--- src/rtl/f1_light_sequencer.sv ---
// F1 start-light sequencer: lights lamps one per tick, arms a random delay, times the player's reaction.
// Latency: every input is sampled at a rising clk edge and its effect appears on the registered outputs one cycle later.
// Backpressure: none; tick, delay_done and react are plain sampled strobes/levels, start is ignored while busy.
//
// Ports:
//   clk, rst      - sole clock; synchronous active-high reset
//   start         - level; begins a run when sampled high in IDLE
//   tick          - one-cycle pacing pulse from the clock divider
//   react         - synchronised, debounced player button
//   delay_done    - time-out pulse from the random delay block
//   delay_start   - one-cycle trigger pulse to the random delay block
//   data_out      - lamp bar, bit i = lamp i (bits N_LIGHTS..7 always 0)
//   busy          - high in every state except IDLE
//   react_valid   - one-cycle pulse, react_time has just been updated
//   react_time    - last measured reaction time in clk cycles
//   false_start   - one-cycle pulse, react seen before the lamps went out
module f1_light_sequencer #(
    parameter int N_LIGHTS  = 8,
    parameter int CNT_WIDTH = 16
) (
    input  logic                 clk,
    input  logic                 rst,
    input  logic                 start,
    input  logic                 tick,
    input  logic                 react,
    input  logic                 delay_done,
    output logic                 delay_start,
    output logic [7:0]           data_out,
    output logic                 busy,
    output logic                 react_valid,
    output logic [CNT_WIDTH-1:0] react_time,
    output logic                 false_start
);

    typedef enum logic [2:0] {
        S_IDLE   = 3'd0,
        S_LIGHTS = 3'd1,
        S_DELAY  = 3'd2,
        S_REACT  = 3'd3,
        S_RESULT = 3'd4
    } state_t;

    // Only the lowest N_LIGHTS lamps may ever be lit.
    localparam logic [7:0]           LAMP_MASK = 8'((1 << N_LIGHTS) - 1);
    localparam logic [3:0]           N_LAMPS   = 4'(N_LIGHTS);
    localparam logic [CNT_WIDTH-1:0] CNT_MAX   = '1;

    state_t               state_q,       state_d;
    logic [3:0]           lamp_cnt_q,    lamp_cnt_d;
    logic [7:0]           data_out_q,    data_out_d;
    logic                 busy_q,        busy_d;
    logic                 delay_start_q, delay_start_d;
    logic                 react_valid_q, react_valid_d;
    logic                 false_start_q, false_start_d;
    logic [CNT_WIDTH-1:0] react_time_q,  react_time_d;
    logic [CNT_WIDTH-1:0] react_cnt_q,   react_cnt_d;

    // State register.
    always_ff @(posedge clk) begin
        if (rst) begin
            state_q <= S_IDLE;
        end else begin
            state_q <= state_d;
        end
    end

    // Next-state logic.
    always_comb begin
        state_d = state_q;
        unique case (state_q)
            S_IDLE: begin
                if (start) begin
                    state_d = S_LIGHTS;
                end
            end
            S_LIGHTS: begin
                // A premature press aborts the run even if a tick arrives in the same cycle.
                if (react) begin
                    state_d = S_IDLE;
                end else if (tick && (lamp_cnt_q == N_LAMPS)) begin
                    state_d = S_DELAY;
                end
            end
            S_DELAY: begin
                // delay_done is masked while our own trigger pulse is still on the wire,
                // so a stale time-out from the delay block cannot end the wait instantly.
                if (react) begin
                    state_d = S_IDLE;
                end else if (delay_done && !delay_start_q) begin
                    state_d = S_REACT;
                end
            end
            S_REACT: begin
                if (react) begin
                    state_d = S_RESULT;
                end
            end
            S_RESULT: begin
                state_d = S_IDLE;
            end
            default: begin
                state_d = S_IDLE;
            end
        endcase
    end

    // Output / datapath logic: next values for the registered outputs and counters.
    always_comb begin
        lamp_cnt_d    = lamp_cnt_q;
        data_out_d    = data_out_q;
        delay_start_d = 1'b0;
        react_valid_d = 1'b0;
        false_start_d = 1'b0;
        react_time_d  = react_time_q;
        react_cnt_d   = react_cnt_q;
        busy_d        = (state_d != S_IDLE);

        unique case (state_q)
            S_IDLE: begin
                if (start) begin
                    lamp_cnt_d = 4'd1;
                    data_out_d = 8'h01 & LAMP_MASK;
                end
            end
            S_LIGHTS: begin
                if (react) begin
                    false_start_d = 1'b1;
                    data_out_d    = 8'h00;
                    lamp_cnt_d    = 4'd0;
                end else if (tick) begin
                    if (lamp_cnt_q < N_LAMPS) begin
                        lamp_cnt_d = lamp_cnt_q + 4'd1;
                        data_out_d = ((data_out_q << 1) | 8'h01) & LAMP_MASK;
                    end else begin
                        // All lamps lit: bar holds, delay block is triggered.
                        delay_start_d = 1'b1;
                    end
                end
            end
            S_DELAY: begin
                if (react) begin
                    false_start_d = 1'b1;
                    data_out_d    = 8'h00;
                    lamp_cnt_d    = 4'd0;
                end else if (delay_done && !delay_start_q) begin
                    // Lights out: the reaction clock starts from zero.
                    data_out_d  = 8'h00;
                    lamp_cnt_d  = 4'd0;
                    react_cnt_d = '0;
                end
            end
            S_REACT: begin
                if (react) begin
                    react_time_d  = react_cnt_q;
                    react_valid_d = 1'b1;
                end else if (react_cnt_q != CNT_MAX) begin
                    // Saturate rather than wrap so a very slow player never reads as fast.
                    react_cnt_d = react_cnt_q + 1'b1;
                end
            end
            S_RESULT: begin
                data_out_d = 8'h00;
            end
            default: begin
                data_out_d = 8'h00;
                lamp_cnt_d = 4'd0;
            end
        endcase
    end

    // Registered outputs and counters.
    always_ff @(posedge clk) begin
        if (rst) begin
            lamp_cnt_q    <= 4'd0;
            data_out_q    <= 8'h00;
            busy_q        <= 1'b0;
            delay_start_q <= 1'b0;
            react_valid_q <= 1'b0;
            false_start_q <= 1'b0;
            react_time_q  <= '0;
            react_cnt_q   <= '0;
        end else begin
            lamp_cnt_q    <= lamp_cnt_d;
            data_out_q    <= data_out_d;
            busy_q        <= busy_d;
            delay_start_q <= delay_start_d;
            react_valid_q <= react_valid_d;
            false_start_q <= false_start_d;
            react_time_q  <= react_time_d;
            react_cnt_q   <= react_cnt_d;
        end
    end

    assign data_out    = data_out_q;
    assign busy        = busy_q;
    assign delay_start = delay_start_q;
    assign react_valid = react_valid_q;
    assign false_start = false_start_q;
    assign react_time  = react_time_q;

endmodule

--- config.mk ---
export PLATFORM = sky130hd
export DESIGN_NAME = f1_light_sequencer
export DESIGN_NICKNAME = d
export VERILOG_FILES = /design/src/rtl/f1_light_sequencer.sv
export SDC_FILE = /design/constraint.sdc
export NUM_CORES = 1
export LEC_CHECK = 0
export BUFFER_PORTS_ARGS = -buffer_cell sky130_fd_sc_hd__buf_2
export CAP_MARGIN = 20
export CORE_ASPECT_RATIO = 0.75
export CORE_MARGIN = 8
export CORE_UTILIZATION = 30
export DETAILED_ROUTE_END_ITERATION = 8
export SLEW_MARGIN = 30
export SYNTH_ARGS = -nofsm -noshare
export SYNTH_HDL_FRONTEND = slang
export SYNTH_SLANG_ARGS = --single-unit
--- constraint.sdc ---
create_clock -name clk -period 3.7 [get_ports clk]
set_input_delay 0.37 -clock clk [delete_from_list [all_inputs] [get_ports clk]]
set_output_delay 0.37 -clock clk [all_outputs]
set_load 0.05 [all_outputs]
==> reports/results.tsv <==
stage	metric	value	unit
outcome	status	finished, final reports clean	
floorplanning	die-area	10940	um^2
synthesis	synth_edf_count	0	
critical_path	startpoint_type	flop	
power	power.leakage	0.9891	nW
grt	grt_max_degree	36	
power	seqPwrFrac	0.591	
layout	drive_gt1_frac	0.1946	
floorplanning	io-pin-count	34	
synthesis	synth_seq_cells	51	
sta	fin_crit_sh	0.5564	
sta	layout_setup_ws	1.641	ns
sta	fin_tns_setup	0	ns
critical_path	crit_type	flop to flop	
sta	setup_violations	0	
drt	first_iter_violations	102	
synthesis	avgSynthCellArea	8.726	um^2
synthesis	synth_warnings	0	
layout	seqCellArea	1021	um^2
drt	viasPerCell	4.764	
drt	drc_errors	0	
power	p_switching	240.5	uW
power	clkPwrFrac	0.347	
clock_network	cts_sinks	51	
layout	mostFrequentLayoutCells	51 x dfxtp_1, 48 x nand2_1, 33 x buf_2	
clock_network	clkLatencyLatePin	0.31	ns
floorplanning	dieWidth	118.1	um
synthesis	synthCells	269	
placed_design	dp_hpwl	3.841	mm
layout	multi_input_area	1227	um^2
clock_network	cts-htree-levels	2	
synthesis	synth_cell_types	49	
synthesis	syn_area	2347	um^2
clock_network	clock_tree.root_cell	clkbuf_8	
power	ir_worst_vdd	0.1367	mV
power	p_comb_frac	0.061	
clock_network	cts_buffer_depth	2	
grt	grt_pass1_vias	1847	
power	p_sw_frac	0.2543	
sta	relSlewSlack	0.5348	
synthesis	synthArstFlopShare	0	
sta	period_needed	2.059	ns
layout	utilization	0.3450	
drt	drt_wl_total	5.331	mm
sta	max_slew.worst_pin.slew	0.6940	ns
synthesis	synthesis.nets	278	
sta	max_freq	485.7	MHz
drt	dr.pass1.iters	5	
floorplanning	initial_utilization	0.3032	
drt	final_antenna_net_count	0	
grt	antenna_found_initial	0	
layout	num_antenna_cells	0	
grt	grt_pass1_wl	9.108	mm
clock_network	clkTransAtPathRegs	0.10	ns
sta	fin_skew	0.007091	ns
sta	hold_viol	0	
critical_path	cp.arrival	2.27	ns
sta	hold_ws	0.3454	ns
placed_design	place_ws	1.618	ns
clock_network	postCtsResizedCells	0	
min_path	hold_path.class	input port to flop	
clock_network	cts_setup_buffers	0	
sta	rsz0062_at_grt	no	
synthesis	synth_flop_cell	dfxtp_1	
drt	vias	1920	
power	power.total	945.9	uW
synthesis	synthTopCellsByArea	dfxtp_1 43%, nand2_1 7.7%, a21oi_1 6.6%	
grt	grt_use_total	0.1020	
critical_path	crit_required	3.92	ns
drt	avgRoutedWirePerCell	13.23	um
clock_network	cts_made_buffers	5	
critical_path	worst_setup_path_end_kind	flop	
layout	layout.nets	306	
job	max-cap-violations	0	
layout	syn_to_final_growth	13.81	%
sta	drv_slew	0	
layout	fill_cells	825	
synthesis	ys_seq_area_frac	0.4350	
synthesis	synth_top_cell_area_share	0.4350	
synthesis	yosys.area.top_type	dfxtp_1	
power	power_density	354.1	nW/um^2
layout	mostFrequentLayoutCell	dfxtp_1	
placed_design	place_congestion	0.8285	
power	internal_power	705.4	uW
grt	grt_overflow	0	
critical_path	path_max_fanout	16	
placed_design	io_buffer_count	33	
floorplanning	die_h	92.61	um
floorplanning	num_rows	28	
floorplanning	core_area	7742	um^2
clock_network	cts-hold-fix-buffers	0	
clock_network	cts_tree	done	
-- through the flow --
step	instance area, um^2	instances
2_1_floorplan	2347	269
3_3_place_gp	2579	395
3_5_place_dp	2579	395
4_1_cts	2671	403
5_1_grt	2671	403
6_report	2671	403
-- power groups by stage --
stage	clock network, mW	registers, mW	logic (mW)
2_1_floorplan	0	0.578	0.0388
3_3_place_gp	0	0.572	0.0574
3_5_place_dp	0	0.572	0.0585
4_1_cts	0.348	0.559	0.0588
5_1_grt	0.371	0.561	0.0650
6_report	0.328	0.559	0.0581
-- critical path, stage by stage (launching register included) --
cell	delay [ns]
dfxtp_1	0.54
nor3b_4	0.35
o21ai_2	0.18
o21ai_2	0.57
nor2_1	0.09
a31o_1	0.23
-- cell type report --
cell class | instances | share of cell area
clock inverter | 3 | 0.008899
sequential | 51 | 0.3822
inverter | 9 | 0.01265
timing repair buffer | 33 | 0.06183
clock buffer | 5 | 0.02576
tap | 105 | 0.04918
multi-input combinational | 197 | 0.4595
-- kinds of logic (layout without fill, tap and decap cells) --
group                      count (synthesis)  in the layout  share of synthesized area
adders and majority gates                  3              3                    0.01599
muxes                                      1              1                   0.004265
AOI/OAI and AO/OA                         64             64                     0.1882
buffers and inverters                     21             50                    0.04211
xor gates and xnor gates                  12             12                    0.04478
and+or+nand+nor                          117            117                     0.2697
DFF                                       51             51                     0.4350
-- layer usage --
layer  share of wire  vias up  GRT usage
met1            0.54      878     0.1387
met5               0        -          0
li1                -     1000          -
met3           0.042        2    0.03587
met2            0.42       40     0.1501
met4          0.0039        0    0.02550
-- flip-flops by register name (all words and copies together), names as in the netlist --
name,cells
busy,1
data_out,8
delay_start,1
false_start,1
lamp_cnt_q,4
react_cnt_q,16
react_time,16
react_valid,1
state_q,3
-- cells in the mapped netlist, types with 4 or more instances --
library cell,number
nor2_1,20
dfxtp_1,51
a21oi_1,31
nand3_1,16
clkbuf_1,6
a211oi_1,7
buf_2,4
o21ai_0,4
inv_1,8
or3_1,4
nand2_1,48
xnor2_1,11
and4_1,4
and2_1,4
-- final timing paths --
kind	cells after the start	start	slack (ns)	endpoint
max	5	state_q[1]	1.64	react_cnt_q[15]
max reg2reg	5	state_q[1]	1.64	react_cnt_q[15]
min	3	tick	0.35	delay_start
min reg2reg	2	data_out[7]	0.45	data_out[7]
No activity file was read; power rests on OpenSTA's default activity.
